==> src/rtl/wb_mem_readback_pkg.sv <==
// Shared types and constants for the Wishbone SRAM readback slave.
// Holds FSM state codes, register offsets, the ID word and the window bit.
package wb_readback_pkg;

    typedef logic [1:0] state_t;

    localparam state_t ST_IDLE  = 2'd0;
    localparam state_t ST_ISSUE = 2'd1;
    localparam state_t ST_WAIT  = 2'd2;
    localparam state_t ST_ACK   = 2'd3;

    localparam logic [1:0] REG_STATUS    = 2'd0;
    localparam logic [1:0] REG_RD_COUNT  = 2'd1;
    localparam logic [1:0] REG_LAST_ADDR = 2'd2;
    localparam logic [1:0] REG_ID        = 2'd3;

    localparam logic [31:0] READBACK_ID = 32'h5242_0001;

    localparam int WIN_BIT = 11;

endpackage

==> src/rtl/wb_mem_readback_if.sv <==
// Wishbone classic slave-side bundle for the readback block.
// The slave modport is used by the design, master by the bus driver.
interface wb_mem_readback_if;
    import wb_readback_pkg::*;

    logic        wbs_cyc_i;
    logic        wbs_stb_i;
    logic        wbs_we_i;
    logic [3:0]  wbs_sel_i;
    logic [31:0] wbs_dat_i;
    logic [31:0] wbs_adr_i;
    logic        wbs_ack_o;
    logic [31:0] wbs_dat_o;

    modport slave (
        input  wbs_cyc_i, wbs_stb_i, wbs_we_i,
        input  wbs_sel_i, wbs_dat_i, wbs_adr_i,
        output wbs_ack_o, wbs_dat_o
    );

    modport master (
        output wbs_cyc_i, wbs_stb_i, wbs_we_i,
        output wbs_sel_i, wbs_dat_i, wbs_adr_i,
        input  wbs_ack_o, wbs_dat_o
    );

endinterface

==> src/rtl/wb_mem_readback.sv <==
// Wishbone slave: word reads of SRAM port 1 plus a status/counter register set.
// Optional WB_READBACK_LA_EN adds la_data_out = {LAST_ADDR, last read data}.
module wb_mem_readback
    import wb_readback_pkg::*;
#(
    parameter logic [31:0] BASE_ADDR  = 32'h3000_1000,
    parameter int          AW         = 8,
    parameter int          RD_LATENCY = 1
) (
    input  logic            wb_clk_i,
    input  logic            wb_rst_i,
    wb_mem_readback_if.slave wbs,
    output logic            mem_csb1,
    output logic [AW-1:0]   mem_addr1,
    input  logic [31:0]     mem_dout1
`ifdef WB_READBACK_LA_EN
    ,
    output logic [63:0]     la_data_out
`endif
);

    state_t        r_state;
    logic [1:0]    r_cnt;
    logic          r_ack;
    logic [31:0]   r_dat;
    logic          r_csb;
    logic [AW-1:0] r_addr;
    logic [31:0]   r_rd_count;
    logic [AW-1:0] r_last;
    logic          r_err;

    logic          w_req;
    logic          w_hit;
    logic          w_sram;
    logic          w_mapped;
    logic [1:0]    w_off;
    logic [AW-1:0] w_word;
    logic          w_busy;
    logic          w_rd_done;
    logic          w_wr;
    logic          w_err_set;
    logic          w_err_clr;
    logic [31:0]   w_reg_rd;
    logic [31:0]   w_last32;
    logic          w_unused;

    assign w_req    = wbs.wbs_cyc_i & wbs.wbs_stb_i;
    assign w_hit    = w_req & (wbs.wbs_adr_i[31:12] == BASE_ADDR[31:12]);
    assign w_sram   = ~wbs.wbs_adr_i[WIN_BIT];
    assign w_mapped = (wbs.wbs_adr_i[10:4] == 7'd0);
    assign w_off    = wbs.wbs_adr_i[3:2];
    assign w_word   = wbs.wbs_adr_i[AW+1:2];
    assign w_busy   = (r_state != ST_IDLE);
    assign w_last32 = {{(32-AW){1'b0}}, r_last};

    assign w_rd_done = (r_state == ST_WAIT) & w_req & (r_cnt == 2'd0);

    // Sticky error: writes that hit read-only space; a clear always wins.
    assign w_wr      = (r_state == ST_IDLE) & w_hit & wbs.wbs_we_i;
    assign w_err_set = w_wr & (w_sram | (w_mapped & (w_off != REG_STATUS)));
    assign w_err_clr = w_wr & ~w_sram & w_mapped & (w_off == REG_STATUS)
                     & wbs.wbs_sel_i[0] & wbs.wbs_dat_i[1];

    always_comb begin
        w_reg_rd = 32'd0;
        if (w_mapped) begin
            unique case (1'b1)
                (w_off == REG_STATUS):    w_reg_rd = {30'd0, r_err, w_busy};
                (w_off == REG_RD_COUNT):  w_reg_rd = r_rd_count;
                (w_off == REG_LAST_ADDR): w_reg_rd = w_last32;
                (w_off == REG_ID):        w_reg_rd = READBACK_ID;
            endcase
        end
    end

    always_ff @(posedge wb_clk_i or posedge wb_rst_i) begin
        if (wb_rst_i) begin
            r_state    <= ST_IDLE;
            r_cnt      <= 2'd0;
            r_ack      <= 1'b0;
            r_dat      <= 32'd0;
            r_csb      <= 1'b1;
            r_addr     <= '0;
            r_rd_count <= 32'd0;
            r_last     <= '0;
        end else begin
            r_ack <= 1'b0;
            r_csb <= 1'b1;
            unique case (r_state)
                ST_IDLE: begin
                    if (w_hit) begin
                        if (w_sram && !wbs.wbs_we_i) begin
                            r_state <= ST_ISSUE;
                            r_csb   <= 1'b0;
                            r_addr  <= w_word;
                        end else begin
                            r_state <= ST_ACK;
                            r_ack   <= 1'b1;
                            r_dat   <= wbs.wbs_we_i ? 32'd0 : w_reg_rd;
                        end
                    end
                end
                ST_ISSUE: begin
                    if (!w_req) begin
                        r_state <= ST_IDLE;
                    end else begin
                        r_state <= ST_WAIT;
                        r_cnt   <= 2'(RD_LATENCY - 1);
                    end
                end
                ST_WAIT: begin
                    if (!w_req) begin
                        r_state <= ST_IDLE;
                    end else if (w_rd_done) begin
                        r_state    <= ST_ACK;
                        r_ack      <= 1'b1;
                        r_dat      <= mem_dout1;
                        r_rd_count <= r_rd_count + 32'd1;
                        r_last     <= r_addr;
                    end else begin
                        r_cnt <= r_cnt - 2'd1;
                    end
                end
                ST_ACK: begin
                    r_state <= ST_IDLE;
                    r_dat   <= 32'd0;
                end
                default: r_state <= ST_IDLE;
            endcase
        end
    end

    always_ff @(posedge wb_clk_i or posedge wb_rst_i) begin
        if (wb_rst_i) begin
            r_err <= 1'b0;
        end else if (w_err_clr) begin
            r_err <= 1'b0;
        end else if (w_err_set) begin
            r_err <= 1'b1;
        end
    end

`ifdef WB_READBACK_LA_EN
    logic [63:0] r_la;

    always_ff @(posedge wb_clk_i or posedge wb_rst_i) begin
        if (wb_rst_i) begin
            r_la <= 64'd0;
        end else if (w_rd_done) begin
            r_la <= {{(32-AW){1'b0}}, r_addr, mem_dout1};
        end
    end

    assign la_data_out = r_la;
`endif

    assign wbs.wbs_ack_o = r_ack;
    assign wbs.wbs_dat_o = r_dat;
    assign mem_csb1      = r_csb;
    assign mem_addr1     = r_addr;

    assign w_unused = ^{wbs.wbs_adr_i[1:0], wbs.wbs_sel_i[3:1],
                        wbs.wbs_dat_i[31:2], wbs.wbs_dat_i[0]};

endmodule
==> src/flat_wrapper.sv <==
// flat-port wrapper written by rule: the top's interface ports become plain ports
module wb_mem_readback_flat import wb_readback_pkg::*;
#(
    parameter logic [31:0] BASE_ADDR  = 32'h3000_1000,
    parameter int          AW         = 8,
    parameter int          RD_LATENCY = 1
)
  (wb_clk_i, wb_rst_i, mem_csb1, mem_addr1, mem_dout1, wbs_wbs_cyc_i, wbs_wbs_stb_i, wbs_wbs_we_i, wbs_wbs_sel_i, wbs_wbs_dat_i, wbs_wbs_adr_i, wbs_wbs_ack_o, wbs_wbs_dat_o);
  wb_mem_readback_if wbs_i ();
  input  logic wb_clk_i;
  input  logic wb_rst_i;
  output logic mem_csb1;
  output logic [AW-1:0] mem_addr1;
  input  logic [31:0] mem_dout1;
  input wire logic [$bits(wbs_i.wbs_cyc_i)-1:0] wbs_wbs_cyc_i;
  input wire logic [$bits(wbs_i.wbs_stb_i)-1:0] wbs_wbs_stb_i;
  input wire logic [$bits(wbs_i.wbs_we_i)-1:0] wbs_wbs_we_i;
  input wire logic [$bits(wbs_i.wbs_sel_i)-1:0] wbs_wbs_sel_i;
  input wire logic [$bits(wbs_i.wbs_dat_i)-1:0] wbs_wbs_dat_i;
  input wire logic [$bits(wbs_i.wbs_adr_i)-1:0] wbs_wbs_adr_i;
  output wire logic [$bits(wbs_i.wbs_ack_o)-1:0] wbs_wbs_ack_o;
  output wire logic [$bits(wbs_i.wbs_dat_o)-1:0] wbs_wbs_dat_o;
  assign wbs_i.wbs_cyc_i = wbs_wbs_cyc_i;
  assign wbs_i.wbs_stb_i = wbs_wbs_stb_i;
  assign wbs_i.wbs_we_i = wbs_wbs_we_i;
  assign wbs_i.wbs_sel_i = wbs_wbs_sel_i;
  assign wbs_i.wbs_dat_i = wbs_wbs_dat_i;
  assign wbs_i.wbs_adr_i = wbs_wbs_adr_i;
  assign wbs_wbs_ack_o = wbs_i.wbs_ack_o;
  assign wbs_wbs_dat_o = wbs_i.wbs_dat_o;
  wb_mem_readback #(.BASE_ADDR(BASE_ADDR), .AW(AW), .RD_LATENCY(RD_LATENCY)) u_core (.wb_clk_i(wb_clk_i), .wb_rst_i(wb_rst_i), .wbs(wbs_i), .mem_csb1(mem_csb1), .mem_addr1(mem_addr1), .mem_dout1(mem_dout1));
endmodule
==> config.mk <==
export PLATFORM = sky130hd
export DESIGN_NAME = wb_mem_readback_flat
export DESIGN_NICKNAME = d
export VERILOG_FILES = /design/src/rtl/wb_mem_readback_pkg.sv /design/src/rtl/wb_mem_readback_if.sv /design/src/rtl/wb_mem_readback.sv /design/src/flat_wrapper.sv
export SDC_FILE = /design/constraint.sdc
export NUM_CORES = 1
export LEC_CHECK = 0
export CAP_MARGIN = 0
export CORE_MARGIN = 2
export CORE_UTILIZATION = 46
export DETAILED_ROUTE_END_ITERATION = 10
export PLACE_DENSITY = 0.9
export SLEW_MARGIN = 20
export SYNTH_ARGS = -nofsm -noshare
export SYNTH_HDL_FRONTEND = slang
export SYNTH_SLANG_ARGS = --single-unit
==> constraint.sdc <==
create_clock -name wb_clk_i -period 3.59 [get_ports wb_clk_i]
set_input_delay 0.5385 -clock wb_clk_i [delete_from_list [all_inputs] [get_ports wb_clk_i]]
set_output_delay 0.5385 -clock wb_clk_i [all_outputs]
set_load 0.01 [all_outputs]
Word level (Yosys, flattened, before mapping)
Index checks and enable logic that the tools add are counted.
{ "op_classes": {"n_reduce_logical": 16, "bitwise": 15, "n_eq_ne": 14, "add_sub_neg": 2, "n_mux": 27} }
{ "ops": {"columns": ["cell", "n"], "rows": [
  ["32-bit two-way mux", 6],
  ["32-bit one-hot mux with 4 select lines", 1],
  ["32-bit one-hot mux with 3 select lines", 1],
  ["32-bit by 1-bit adder with 32-bit output, second input constant", 1],
  ["20-bit by 18-bit equality test with 1-bit output, second input constant", 1],
  ["2-bit two-way mux", 8],
  ["1-bit AND", 13],
  ["2-bit equality test, second input constant", 4],
  ["1-bit two-way mux", 8],
  ["2-bit by 1-bit inequality test with 1-bit output, second input constant", 4],
  ["2-bit one-hot mux with 4 select lines", 1],
  ["2-bit nonzero test", 4],
  ["7-bit zero test", 1],
  ["2-bit zero test", 3],
  ["3-bit AND reduction", 2],
  ["5-bit AND reduction", 1],
  ["2-bit by 1-bit equality test with 1-bit output, second input constant", 2],
  ["2-bit inequality test, second input constant", 2],
  ["2-bit one-hot mux with 2 select lines", 1],
  ["4-bit AND reduction", 1],
  ["3-bit inequality test, second input constant", 1],
  ["3-bit nonzero test", 1],
  ["1-bit one-hot mux with 2 select lines", 1],
  ["2-bit AND reduction", 1],
  ["other kinds (5)", 5]
]} }
{ "word_totals": {"word_cells": 83, "ff_bits": 87, "output_inout_bits": 42, "in_bits": 105} }

Longest topological paths before layout
{ "logic_depth": {"ltp_word": 10, "ltp_mapped": 7, "mapped_depth_nobuf": 6} }

Worst setup path before layout
Ideal clock, no wire load.
{ "synth_path": {"kind": "input to register", "startpoint": "in wbs_wbs_adr_i[25]", "endpoint": "reg u_core.r_dat[0] (netlist: u_core.wbs.wbs_dat_o[0])", "setup_ps": 125, "stages": 5, "n_path_buf": 1, "arrival_time_ps": 1932, "t_required_ps": 3465, "setup_slack_ps": 1533, "path_cell_list": "nor4_1 -> nand4_2 -> o31ai_4 -> buf_6 -> mux2_4"} }
{ "synth_between": {"elab_chain_len": 4} }
{ "synth_rtl": {"columns": ["element", "line_no", "text"], "rows": [
  ["start, declared", "flat_wrapper.sv:20", "input wire logic [$bits(wbs_i.wbs_adr_i)-1:0] wbs_wbs_adr_i;"],
  ["20-bit by 18-bit equality test with 1-bit output", "wb_mem_readback.sv:48", "assign w_hit = w_req & (wbs.wbs_adr_i[31:12] == BASE_ADDR[31:12]);"],
  ["1-bit AND", "wb_mem_readback.sv:48", null],
  ["2-bit by 1-bit inequality test with 1-bit output (no source line)", null, null],
  ["5-bit AND reduction (no source line)", null, null],
  ["end signal, assigned", "wb_mem_readback.sv:99", "r_dat <= wbs.wbs_we_i ? 32'd0 : w_reg_rd;"],
  ["end signal, assigned", "wb_mem_readback.sv:117", "r_dat <= mem_dout1;"],
  ["end, declared", "wb_mem_readback.sv:25", "logic [31:0] r_dat;"]
]} }
Every way passes these cells.
A chain may end at the register's enable or synchronous reset.

Final worst setup path
{ "layout_path": {"startpoint": "in wbs_wbs_adr_i[2]", "endpoint": "reg u_core.r_dat[29] (netlist: u_core.wbs.wbs_dat_o[29])"} }
{ "layout_between": {"elab_chain_len": 7, "word_cells_on_any_way": 10, "cone_classes": "eq/ne (3); mux (6); reduce/logical (1)"} }
{ "layout_rtl": {"columns": ["element", "line_no", "text"], "rows": [
  ["2-bit equality test, or another cell as far along", "wb_mem_readback.sv:71", "(w_off == REG_ID): w_reg_rd = READBACK_ID;"],
  ["32-bit one-hot mux with 4 select lines *", "wb_mem_readback.sv:67", "unique case (1'b1)"],
  ["32-bit two-way mux *", "wb_mem_readback.sv:66", "if (w_mapped) begin"],
  ["32-bit two-way mux *", "wb_mem_readback.sv:99", null],
  ["32-bit two-way mux *", "wb_mem_readback.sv:92", "if (w_sram && !wbs.wbs_we_i) begin"],
  ["32-bit two-way mux *", "wb_mem_readback.sv:91", "if (w_hit) begin"],
  ["32-bit one-hot mux with 3 select lines *", "wb_mem_readback.sv:89", "unique case (r_state)"]
]} }
Mark *: on every way between the ends. The rest lies on a longest branch, timed or not. The select of a mux whose other input is x is not followed.

==> impl_metrics.json <==
{
  "outcome": "completed",
  "die_w_um": 101.4,
  "drt-initial-drc-count": 209,
  "required_ns": 3.89,
  "fillers": 707,
  "diodes": 0,
  "hold_path_class": "reg2reg",
  "cp_cell_sequence": "clkdlybuf4s50_1, nor2b_1, and4_1, a22o_1, mux2_2",
  "drcViolationCount": 0,
  "synth_top_area_share_pct": 49.34,
  "dp.cells": 585,
  "grt_max_degree": 88,
  "synth_cell_types": 41,
  "final_area_um2": 5826,
  "async_reset_ff_share_pct": 100.0,
  "portBuffers": 110,
  "antenna_left": 0,
  "cts.sinks": 87,
  "use_met1_pct": 28.49,
  "stdcell_count": 601,
  "slew_violations": 0,
  "synth_area_leaders": "dfrtp_1, mux2_4, a22o_1",
  "critical_path_class": "in2reg",
  "synth_ff_type": "dfrtp_1",
  "hold_violations": 0,
  "fin_ws_ns": 1.027,
  "wl_um": 10630,
  "antenna_found_initial": 0,
  "finalClockSkew_ns": 0.01426,
  "cts_root_buffer": "clkbuf_8",
  "cp.buffers_inverters": 1,
  "final_nets": 574,
  "period_share_pct": 71.38,
  "final_common_cell": "clkdlybuf4s50_1",
  "cp_slowest_cell": "and4_1",
  "drive_gt1_share_pct": 18.22,
  "clk_path_buf_depth": 2,
  "drv_cap": 0,
  "worstMarginPinSlew_ns": 1.038,
  "critPathCaptureType": "flop",
  "cp_max_fo": 19,
  "syn_area_um2": 4362,
  "powerDensity_nw_per_um2": 334.6,
  "cts_made_buffers": 9,
  "cp.arrival_ns": 2.87,
  "most-common-layout-cells": "clkdlybuf4s50_1, dfrtp_1, a22o_1, mux2_4, xnor2_1",
  "synthCells": 358,
  "place_hpwl_um": 7510,
  "cts_tree": "done",
  "synth_edf_count": 0,
  "die-area_um2": 10280,
  "cp_slowest_stage_delay_ns": 0.74,
  "ios": 147,
  "max_slew_margin_pct": 30.42,
  "ys_warn_count": 0,
  "setup_viol": 0,
  "via_count": 3336,
  "firstDrtPassIters": 4,
  "rsz0062_at_grt": "false",
  "grt_pass1_wl_um": 17400,
  "placed_area_um2": 5575,
  "syn-mean-instance-area_um2": 12.18,
  "leakage_nw": 2.512,
  "grt.overflow.total": 0,
  "grt-busiest-layer": "met2",
  "netlist.top_cell.by_area": "dfrtp_1",
  "synth_seq_area_share_pct": 49.94,
  "wl_per_cell_um": 17.68,
  "start_util_pct": 47.20,
  "reg2reg_slack_ns": 1.25,
  "synth_nets": 465,
  "start_kind": "input pin",
  "rows": 35,
  "dieHeight_um": 101.4,
  "post-cts-setup-buffers": 0,
  "area_growth_pct": 33.56,
  "vias_per_cell": 5.551,
  "ys_ff_latch": 87,
  "use_met2_pct": 36.22,
  "grtUsageTotal_pct": 21.65,
  "place_ws_ns": 0.6773,
  "cts_hold_buf": 0,
  "globalRouteMet3Util_pct": 3.589,
  "gp_congestion": 0.7894,
  "h-tree-depth": 3,
  "coreArea_um2": 9240,
  "post-route-min-period_ns": 2.563,
  "worst_ir_drop_vdd_mv": 0.1902,
  "finalSetupTns_ns": 0,
  "p_total_mw": 1.949,
  "timing.fmax_mhz": 390.2,
  "grt_pass1_vias": 3520,
  "cp_top_family": "simple AND/OR/NAND/NOR gates",
  "clkLatencyLatePin_ns": 0.36,
  "clkSlewWorstSetupHoldPaths_ns": 0.10,
  "cts_resized": 0
}
[final timing paths]
kind	end	cells past startpoint	startpoint
min	u_core.r_cnt[1]	2	u_core.r_cnt[1]
min reg2reg	u_core.r_cnt[1]	2	u_core.r_cnt[1]
max reg2reg	u_core.wbs.wbs_dat_o[29]	5	u_core.r_state[1]
max in group asynchronous	u_core.mem_csb1	3	wb_rst_i
min in group asynchronous	u_core.wbs.wbs_dat_o[1]	3	wb_rst_i
max	u_core.wbs.wbs_dat_o[29]	5	wbs_wbs_adr_i[2]
[synth_stat cells (2+ instances only)]
cell type and number:
a22o_1 33, mux2_2 20, buf_2 4, or2_2 2, clkbuf_1 7, xor2_1 3, nor2_1 12, inv_1 7
nand2_1 22, nor4b_1 2, o21ai_0 12, dfrtp_1 86, and4_1 2, buf_6 4, mux2i_1 2, nor4_2 4
nand3_1 16, and2_1 2, o22ai_1 2, and3_1 7, nor4_1 3, nand4_1 21, xnor2_1 29, mux2_4 30
nor3_1 6, nor2b_1 3, buf_4 2, ha_1 2
[metal layers]
metal | vias up | wire length, µm | share of wire, %
met1 | 1668 | 4549 | 43
met3 | 19 | 548 | 5.2
met2 | 112 | 5340 | 50
li1 | 1537 | - | -
met5 | - | 0 | 0
met4 | 0 | 188 | 1.8
[through the flow]
stage	hold slack, ns	utilization (%)
finish	0.4877	63.05
global route	0.5239	63.05
CTS	0.4901	63.05
detailed placement	0.4700	60.34
global placement	0.4604	60.34
floorplan	0.4464	-
[worst reg2reg max path, cell delays in order, from the launching register on]
cell	delay (ns)
dfrtp_1	0.52
nor4_2	0.34
nand4_2	0.20
o31ai_4	0.21
buf_4	0.53
mux2_2	0.42
[state kept, by name (all words and copies together), names as in the netlist]
register,cells
u_core.wbs.wbs_dat_o,32
u_core.wbs.wbs_ack_o,1
u_core.r_last,8
u_core.mem_addr1,8
u_core.r_err,1
u_core.r_rd_count,32
u_core.r_state,2
u_core.r_cnt,2
u_core.mem_csb1,1
[where the power goes]
| part | switching (mW) | total, mW | leakage (nW) | internal, mW |
|---|---|---|---|---|
| logic | 0.0489 | 0.124 | 1.19 | 0.0749 |
| registers | 0.000912 | 0.981 | 1.20 | 0.980 |
| clock network | 0.374 | 0.845 | 0.122 | 0.471 |
[layout make-up]
cell class	count	area, µm²	share of cell area, %
clock buffers	9	123.9	2.126
clock inverters	7	126.4	2.169
inverters	7	27.53	0.4725
multi-input cells	246	2049	35.18
flip-flops and latches	87	2178	37.39
well taps	129	161.4	2.771
repair buffers	116	1159	19.89
[cell families after synthesis]
kind of cell | after synthesis | synth area share, %
xor gates and xnor gates | 32 | 6.426
muxes | 52 | 15.95
adders and majority gates | 2 | 0.5736
DFF | 87 | 49.94
and+or+nand+nor | 109 | 14.60
buffers and inverters | 25 | 3.127
AOI/OAI and AO/OA | 51 | 9.381
Note: power is estimated with default switching activity, not from simulation.
